## src/rtl/pc_gen_pkg.sv

```systemverilog
`default_nettype none
// ============================================================================
// Module   : pc_gen_pkg
// Brief    : Shared types and default constants for the program-counter generator.
// Revision : 1.0
// ============================================================================
package pc_gen_pkg;

    localparam int unsigned DEFAULT_XLEN         = 32;
    localparam int unsigned DEFAULT_INSTR_BYTES  = 4;
    localparam logic [31:0] DEFAULT_RESET_VECTOR = 32'h0000_0000;
    localparam logic [31:0] DEFAULT_TRAP_VECTOR  = 32'h0000_0100;

    typedef enum logic [1:0] {
        ST_BOOT = 2'd0,
        ST_RUN  = 2'd1,
        ST_HALT = 2'd2
    } pc_state_e;

endpackage : pc_gen_pkg
`default_nettype wire

```

## src/rtl/pc_gen_if.sv

```systemverilog
`default_nettype none
// ============================================================================
// Module   : pc_gen_if
// Brief    : Redirect/halt inputs and fetch-request outputs of the PC generator.
// Revision : 1.0
// ============================================================================
interface pc_gen_if
    import pc_gen_pkg::*;
#(
    parameter int unsigned XLEN = DEFAULT_XLEN
) ();

    logic            redirect_valid;
    logic [XLEN-1:0] redirect_target;
    logic            halt_req;
    logic            fetch_ready;
    logic            fetch_valid;
    logic [XLEN-1:0] fetch_pc;
    logic            halted;
    logic            misalign_err;
    logic [XLEN-1:0] trap_epc;

    // The PC generator issues fetch requests, so it is the master side.
    modport master (
        input  redirect_valid,
        input  redirect_target,
        input  halt_req,
        input  fetch_ready,
        output fetch_valid,
        output fetch_pc,
        output halted,
        output misalign_err,
        output trap_epc
    );

    modport slave (
        output redirect_valid,
        output redirect_target,
        output halt_req,
        output fetch_ready,
        input  fetch_valid,
        input  fetch_pc,
        input  halted,
        input  misalign_err,
        input  trap_epc
    );

endinterface : pc_gen_if
`default_nettype wire

```

## src/rtl/pc_gen_next_sel.sv

```systemverilog
`default_nettype none
// ============================================================================
// Module   : pc_next_sel
// Brief    : Next-PC mux (redirect / trap / increment / hold) with alignment
//            check. Macro PC_MISALIGN_TRAP_EN selects trap vs force-align.
// Revision : 1.0
// ============================================================================
module pc_next_sel
    import pc_gen_pkg::*;
#(
    parameter int unsigned     XLEN        = DEFAULT_XLEN,
    parameter int unsigned     INSTR_BYTES = DEFAULT_INSTR_BYTES,
    parameter logic [XLEN-1:0] TRAP_VECTOR = XLEN'(DEFAULT_TRAP_VECTOR)
) (
    input  logic            redirect_valid_i,
    input  logic [XLEN-1:0] redirect_target_i,
    input  logic            advance_i,
    input  logic [XLEN-1:0] pc_q_i,
    output logic [XLEN-1:0] pc_d_o,
    output logic            trap_o
);

`ifdef PC_MISALIGN_TRAP_EN
    localparam bit TRAP_EN = 1'b1;
`else
    localparam bit TRAP_EN = 1'b0;
`endif

    localparam logic [XLEN-1:0] ALIGN_MASK = XLEN'(INSTR_BYTES - 1);
    localparam logic [XLEN-1:0] PC_STEP    = XLEN'(INSTR_BYTES);

    logic            w_misaligned;
    logic [XLEN-1:0] w_target_aligned;

    assign w_misaligned     = |(redirect_target_i & ALIGN_MASK);
    // For an aligned target this is the target itself.
    assign w_target_aligned = redirect_target_i & ~ALIGN_MASK;
    assign trap_o           = TRAP_EN && redirect_valid_i && w_misaligned;

    always_comb begin
        pc_d_o = pc_q_i;
        if (redirect_valid_i) begin
            pc_d_o = trap_o ? TRAP_VECTOR : w_target_aligned;
        end else if (advance_i) begin
            pc_d_o = pc_q_i + PC_STEP;
        end
    end

endmodule : pc_next_sel
`default_nettype wire

```

## src/rtl/pc_gen.sv

```systemverilog
`default_nettype none
// ============================================================================
// Module   : pc_gen
// Brief    : Program-counter generator with valid/ready fetch, redirect, halt
//            and misaligned-target handling (trap when PC_MISALIGN_TRAP_EN).
// Revision : 1.0
// ============================================================================
module pc_gen
    import pc_gen_pkg::*;
#(
    parameter int unsigned     XLEN         = DEFAULT_XLEN,
    parameter logic [XLEN-1:0] RESET_VECTOR = XLEN'(DEFAULT_RESET_VECTOR),
    parameter logic [XLEN-1:0] TRAP_VECTOR  = XLEN'(DEFAULT_TRAP_VECTOR),
    parameter int unsigned     INSTR_BYTES  = DEFAULT_INSTR_BYTES
) (
    input  logic      clk,
    input  logic      rst_n,
    pc_gen_if.master  bus
);

    pc_state_e       state_q;
    pc_state_e       state_d;
    logic [XLEN-1:0] fetch_pc_q;
    logic [XLEN-1:0] fetch_pc_d;
    logic [XLEN-1:0] trap_epc_q;
    logic [XLEN-1:0] trap_epc_d;
    logic            fetch_valid_q;
    logic            fetch_valid_d;
    logic            halted_q;
    logic            halted_d;
    logic            misalign_err_q;
    logic            misalign_err_d;
    logic            w_accept;
    logic            w_trap;

    assign w_accept = fetch_valid_q & bus.fetch_ready;

    pc_next_sel #(
        .XLEN        (XLEN),
        .INSTR_BYTES (INSTR_BYTES),
        .TRAP_VECTOR (TRAP_VECTOR)
    ) u_next_sel (
        .redirect_valid_i  (bus.redirect_valid),
        .redirect_target_i (bus.redirect_target),
        .advance_i         (w_accept),
        .pc_q_i            (fetch_pc_q),
        .pc_d_o            (fetch_pc_d),
        .trap_o            (w_trap)
    );

    always_ff @(posedge clk or negedge rst_n) begin
        if (!rst_n) begin
            state_q <= ST_BOOT;
        end else begin
            state_q <= state_d;
        end
    end

    // A redirect replaces the pending offer, so it blocks RUN/HALT transitions.
    always_comb begin
        state_d = state_q;
        case (state_q)
            ST_BOOT: state_d = bus.halt_req ? ST_HALT : ST_RUN;
            ST_RUN: begin
                if (!bus.redirect_valid && bus.halt_req &&
                    (bus.fetch_ready || !fetch_valid_q)) begin
                    state_d = ST_HALT;
                end
            end
            ST_HALT: begin
                if (!bus.redirect_valid && !bus.halt_req) begin
                    state_d = ST_RUN;
                end
            end
            default: state_d = ST_BOOT;
        endcase
    end

    // Outputs decode the next state so they leave the flops already aligned.
    always_comb begin
        fetch_valid_d  = (state_d == ST_RUN);
        halted_d       = (state_d == ST_HALT);
        misalign_err_d = w_trap;
        trap_epc_d     = w_trap ? bus.redirect_target : trap_epc_q;
    end

    always_ff @(posedge clk or negedge rst_n) begin
        if (!rst_n) begin
            fetch_pc_q     <= RESET_VECTOR;
            fetch_valid_q  <= 1'b0;
            halted_q       <= 1'b0;
            misalign_err_q <= 1'b0;
            trap_epc_q     <= '0;
        end else begin
            fetch_pc_q     <= fetch_pc_d;
            fetch_valid_q  <= fetch_valid_d;
            halted_q       <= halted_d;
            misalign_err_q <= misalign_err_d;
            trap_epc_q     <= trap_epc_d;
        end
    end

    assign bus.fetch_valid  = fetch_valid_q;
    assign bus.fetch_pc     = fetch_pc_q;
    assign bus.halted       = halted_q;
    assign bus.misalign_err = misalign_err_q;
    assign bus.trap_epc     = trap_epc_q;

endmodule : pc_gen
`default_nettype wire

```

## src/flat_wrapper.sv

```systemverilog
// flat-port wrapper written by rule: the top's interface ports become plain ports
module pc_gen_flat import pc_gen_pkg::*;
#(
    parameter int unsigned     XLEN         = DEFAULT_XLEN,
    parameter logic [XLEN-1:0] RESET_VECTOR = XLEN'(DEFAULT_RESET_VECTOR),
    parameter logic [XLEN-1:0] TRAP_VECTOR  = XLEN'(DEFAULT_TRAP_VECTOR),
    parameter int unsigned     INSTR_BYTES  = DEFAULT_INSTR_BYTES
)
  (clk, rst_n, bus_redirect_valid, bus_redirect_target, bus_halt_req, bus_fetch_ready, bus_fetch_valid, bus_fetch_pc, bus_halted, bus_misalign_err, bus_trap_epc);
  pc_gen_if #(.XLEN(XLEN)) bus_i ();
  input  logic clk;
  input  logic rst_n;
  input wire logic [$bits(bus_i.redirect_valid)-1:0] bus_redirect_valid;
  input wire logic [$bits(bus_i.redirect_target)-1:0] bus_redirect_target;
  input wire logic [$bits(bus_i.halt_req)-1:0] bus_halt_req;
  input wire logic [$bits(bus_i.fetch_ready)-1:0] bus_fetch_ready;
  output wire logic [$bits(bus_i.fetch_valid)-1:0] bus_fetch_valid;
  output wire logic [$bits(bus_i.fetch_pc)-1:0] bus_fetch_pc;
  output wire logic [$bits(bus_i.halted)-1:0] bus_halted;
  output wire logic [$bits(bus_i.misalign_err)-1:0] bus_misalign_err;
  output wire logic [$bits(bus_i.trap_epc)-1:0] bus_trap_epc;
  assign bus_i.redirect_valid = bus_redirect_valid;
  assign bus_i.redirect_target = bus_redirect_target;
  assign bus_i.halt_req = bus_halt_req;
  assign bus_i.fetch_ready = bus_fetch_ready;
  assign bus_fetch_valid = bus_i.fetch_valid;
  assign bus_fetch_pc = bus_i.fetch_pc;
  assign bus_halted = bus_i.halted;
  assign bus_misalign_err = bus_i.misalign_err;
  assign bus_trap_epc = bus_i.trap_epc;
  pc_gen #(.XLEN(XLEN), .RESET_VECTOR(RESET_VECTOR), .TRAP_VECTOR(TRAP_VECTOR), .INSTR_BYTES(INSTR_BYTES)) u_core (.clk(clk), .rst_n(rst_n), .bus(bus_i));
endmodule
```

## config.mk

```make
export PLATFORM = sky130hd
export DESIGN_NAME = pc_gen_flat
export DESIGN_NICKNAME = d
export VERILOG_FILES = /design/src/rtl/pc_gen_pkg.sv /design/src/rtl/pc_gen_if.sv /design/src/rtl/pc_gen_next_sel.sv /design/src/rtl/pc_gen.sv /design/src/flat_wrapper.sv
export SDC_FILE = /design/constraint.sdc
export NUM_CORES = 1
export LEC_CHECK = 0
export CELL_PAD_IN_SITES_DETAIL_PLACEMENT = 1
export CELL_PAD_IN_SITES_GLOBAL_PLACEMENT = 1
export CORE_ASPECT_RATIO = 0.75
export CORE_MARGIN = 2
export CORE_UTILIZATION = 29
export CTS_CLUSTER_SIZE = 14
export DETAILED_ROUTE_END_ITERATION = 7
export PLACE_DENSITY_LB_ADDON = 0.2
export SLEW_MARGIN = 20
export SYNTH_ARGS = -nofsm -noshare
export SYNTH_HDL_FRONTEND = slang
export SYNTH_SLANG_ARGS = --single-unit
```

## constraint.sdc

```tcl
create_clock -name clk -period 2.5 [get_ports clk]
set_input_delay 0.5 -clock clk [delete_from_list [all_inputs] [get_ports clk]]
set_output_delay 0.5 -clock clk [all_outputs]
set_load 0.02 [all_outputs]
```

==> summary.md, run 1 <==
| Metric | Value |
|---|---|
| Multi-input gate area | `1100 um^2` |
| Status | `completed` |
| Sequential cell area | `851 um^2` |
| Synth area leaders | `dfrtp_1 39%, buf_4 13%, nand2_1 4.5%` |
| Chip Width | `104 um` |
| Syn-to-layout area delta | `36.3%` |
| FP Rows | `27` |
| Hold Path Origin | `u_core.state_q[0]$_DFF_PN0_` |
| Yosys Warn Count | `0` |
| Antenna Violating Nets Remaining | `0` |
| Sink Count | `34` |
| Final Net Count | `362` |
| Crit. End Element | `flop` |
| Cts bufs inserted | `5` |
| Final period util | `87.9%` |
| Drt via density | `4.72` |
| Antenna violations before repair | `0` |
| Overall Power | `1.55 mW` |
| Placer Congestion | `0.747` |
| Routed wire length | `6.11 mm` |
| Unique masters post-synth | `31` |
| Number of I/O port buffers | `66` |
| I/O pin count | `104` |
| Overflow after GRT | `0` |
| CTS tree | `built` |
| EDFF count, synth | `0` |
| Max_cap viols | `0` |
| Clock transition at path regs | `70 ps` |
| TritonRoute pass-1 iters | `4` |
| Worst reg-to-reg setup slack | `300 ps` |
| H-Tree Depth | `2` |
| Critical path data arrival time | `2400 ps` |
| Max rail drop VDD | `0.210 mV` |
| Synth top cells by count | `36 x buf_4, 34 x dfrtp_1, 26 x nand2_1, 17 x o21ai_0` |
| CP max FO | `15` |
| Worst Setup SP | `u_core.bus.fetch_pc[11]$_DFFE_PN0N_` |
| PD cells | `528 nW/um^2` |
| Hold crit path type | `reg2reg` |
| CORE AREA | `7260 um^2` |
| RR Startpoint | `u_core.bus.fetch_pc[11]$_DFFE_PN0N_` |
| Leakage power | `1.17 nW` |
| Average wire per standard cell | `14.4 um` |
| Hold buffer count at CTS | `0` |
| CTS root buffer | `clkbuf_8` |
| Critical Path Source Type | `flop` |
| F_max | `455 MHz` |
| Layout cells sized above 1 | `6.17%` |
| Antenna diode count | `0` |
| Via count | `2004` |
| Clock Latency Late Sink | `280 ps` |
| Synth area leader | `dfrtp_1` |
| Share of synthesized registers carrying an async set or reset | `100%` |
| Die ar. | `8150 um^2` |
| Tot GR Track Use | `14.9%` |
| Initial detailed-routing violation count | `37` |
| Crit path time final | `2200 ps` |
| Initial Utilization | `29.7%` |
| Post-synthesis sequential area ratio | `39.5%` |
| Worst endpoint required time | `2710 ps` |
| Fill cells | `876` |
| Clk_skew | `4.01 ps` |
| Cts repair resizes | `0` |
| Largest net degree at the start of global routing | `35` |
| Area after DPL | `2860 um^2` |
| Final Instance Area | `2940 um^2` |
| Final hold violations | `0` |
| Share of the synthesized area in the top cell type | `39.5%` |
| Main flop type after synthesis | `dfrtp_1` |
| Unrepaired setup endpoints after global routing | `no` |
| First-pass GRT wire length | `9.76 mm` |
| DRC viols | `0` |
| Fin. max-slew vios | `0` |
| Worst setup path category | `reg2reg` |
| Setup TNS | `0 ps` |
| Most frequent cell after synthesis | `buf_4` |
| Final Setup Violations | `0` |
| Mapped cell area | `2160 um^2` |
| Synthesized flop and latch total | `34` |
| Hpwl dp | `4.64 mm` |
| Post-CTS setup buffers | `0` |
| Synthesized area per cell | `8.62 um^2` |
| Die height | `78.7 um` |
| Vias in the first global route | `1987` |
| Cell count after synthesis | `250` |
| CTS Buffer Depth | `2` |
-- metrics by stage --
step	worst slack [ps]	cells	hold WS, ps	utilization [%]
CTS	265	425	542	40.4
global placement	241	418	498	39.4
floorplan	454	284	204	-
finish	302	425	541	40.4
detailed placement	210	418	529	39.4
global route	157	425	564	40.4
-- worst paths after layout --
| check | end | depth (start not counted) |
|---|---|---|
| setup / recovery | u_core.bus.fetch_pc[30]$_DFFE_PN0N_ | 4 |
| hold / removal | u_core.state_q[1]$_DFF_PN0_ | 1 |
| setup reg to reg | u_core.bus.fetch_pc[30]$_DFFE_PN0N_ | 4 |
| hold reg to reg | u_core.state_q[1]$_DFF_PN0_ | 1 |
| max in group asynchronous | u_core.state_q[1]$_DFF_PN0_ | 2 |
| min in group asynchronous | u_core.bus.fetch_pc[28]$_DFFE_PN0N_ | 2 |
-- power by group --
group          switching, mW  internal (mW)  leakage, nW
registers             0.0782          0.613        0.399
logic                  0.256          0.216        0.736
clock network          0.198          0.192       0.0383
total                  0.532           1.02         1.17
-- layer usage --
layer / part of all wire [%] / vias to the layer above / wire [um] / track usage, %
met5: 0 / - / 0 / 0
li1: - / 980 / - / -
met3: 5.4 / 2 / 333 / 3.74
met4: 0.26 / 0 / 16 / 3.65
met2: 45 / 54 / 2770 / 23.4
met1: 49 / 968 / 2990 / 20.7
-- sequential cells by signal (all words and copies together) (netlist names) --
register	flops
u_core.bus.fetch_pc	30
u_core.bus.fetch_valid	1
u_core.bus.halted	1
u_core.state_q	2
-- cell usage in the layout (no fill, tap or decap), types with 2 or more instances in the layout --
master and n:
clkdlybuf4s50_1 66, conb_1 35, dfrtp_1 34, nand2_1 26, o21ai_0 17, nor2_1 15
nand3_1 15, buf_4 14, or4_1 13, a31oi_1 12, nand4_1 10, o31ai_1 9
xor2_1 8, inv_1 5, and4_1 5, clkbuf_8 5, xnor2_1 4, and3_1 4
o31a_1 3, nor4_1 3, o211ai_1 3, a21oi_1 2, o21a_1 2, o32ai_1 2
nor3_1 2, nand2b_1 2, or3_1 2, clkbuf_1 2
-- cells by family after synthesis --
family                     after synthesis  synth area share, %
and+or+nand+nor                         98                 24.0
buffers and inverters                   53                 15.6
AOI/OAI and AO/OA                       50                 14.8
DFF                                     34                 39.5
xor gates and xnor gates                12                 4.88
adders and majority gates                1                0.580
other                                    1                0.174
muxes                                    1                0.464
-- layout make-up --
class                           count  area share [%]
Sequential cell                    34            29.0
Clock buffer                        7            2.60
Inverter                            6           0.767
Multi-Input combinational cell    197            37.3
Timing Repair Buffer               80            26.1
Tap cell                          101            4.30
-- worst max-delay path: stages (launching register included) --
cell	delay [ps]
dfrtp_1	430
nand3_1	150
or4_1	780
or4_1	570
a31oi_1	180
Note: power is estimated with default switching activity, not from simulation.
==> run 2, diff against run 1 <==
--- a/config.mk
+++ b/config.mk
@@ -13,6 +13,7 @@
 export CTS_CLUSTER_SIZE = 14
 export DETAILED_ROUTE_END_ITERATION = 7
 export PLACE_DENSITY_LB_ADDON = 0.2
+export SKIP_LAST_GASP = 1
 export SLEW_MARGIN = 20
 export SYNTH_ARGS = -nofsm -noshare
 export SYNTH_HDL_FRONTEND = slang
==> results of run 2 <==
Same layout as run 1: the final DEF is identical, and so are final timing and power.
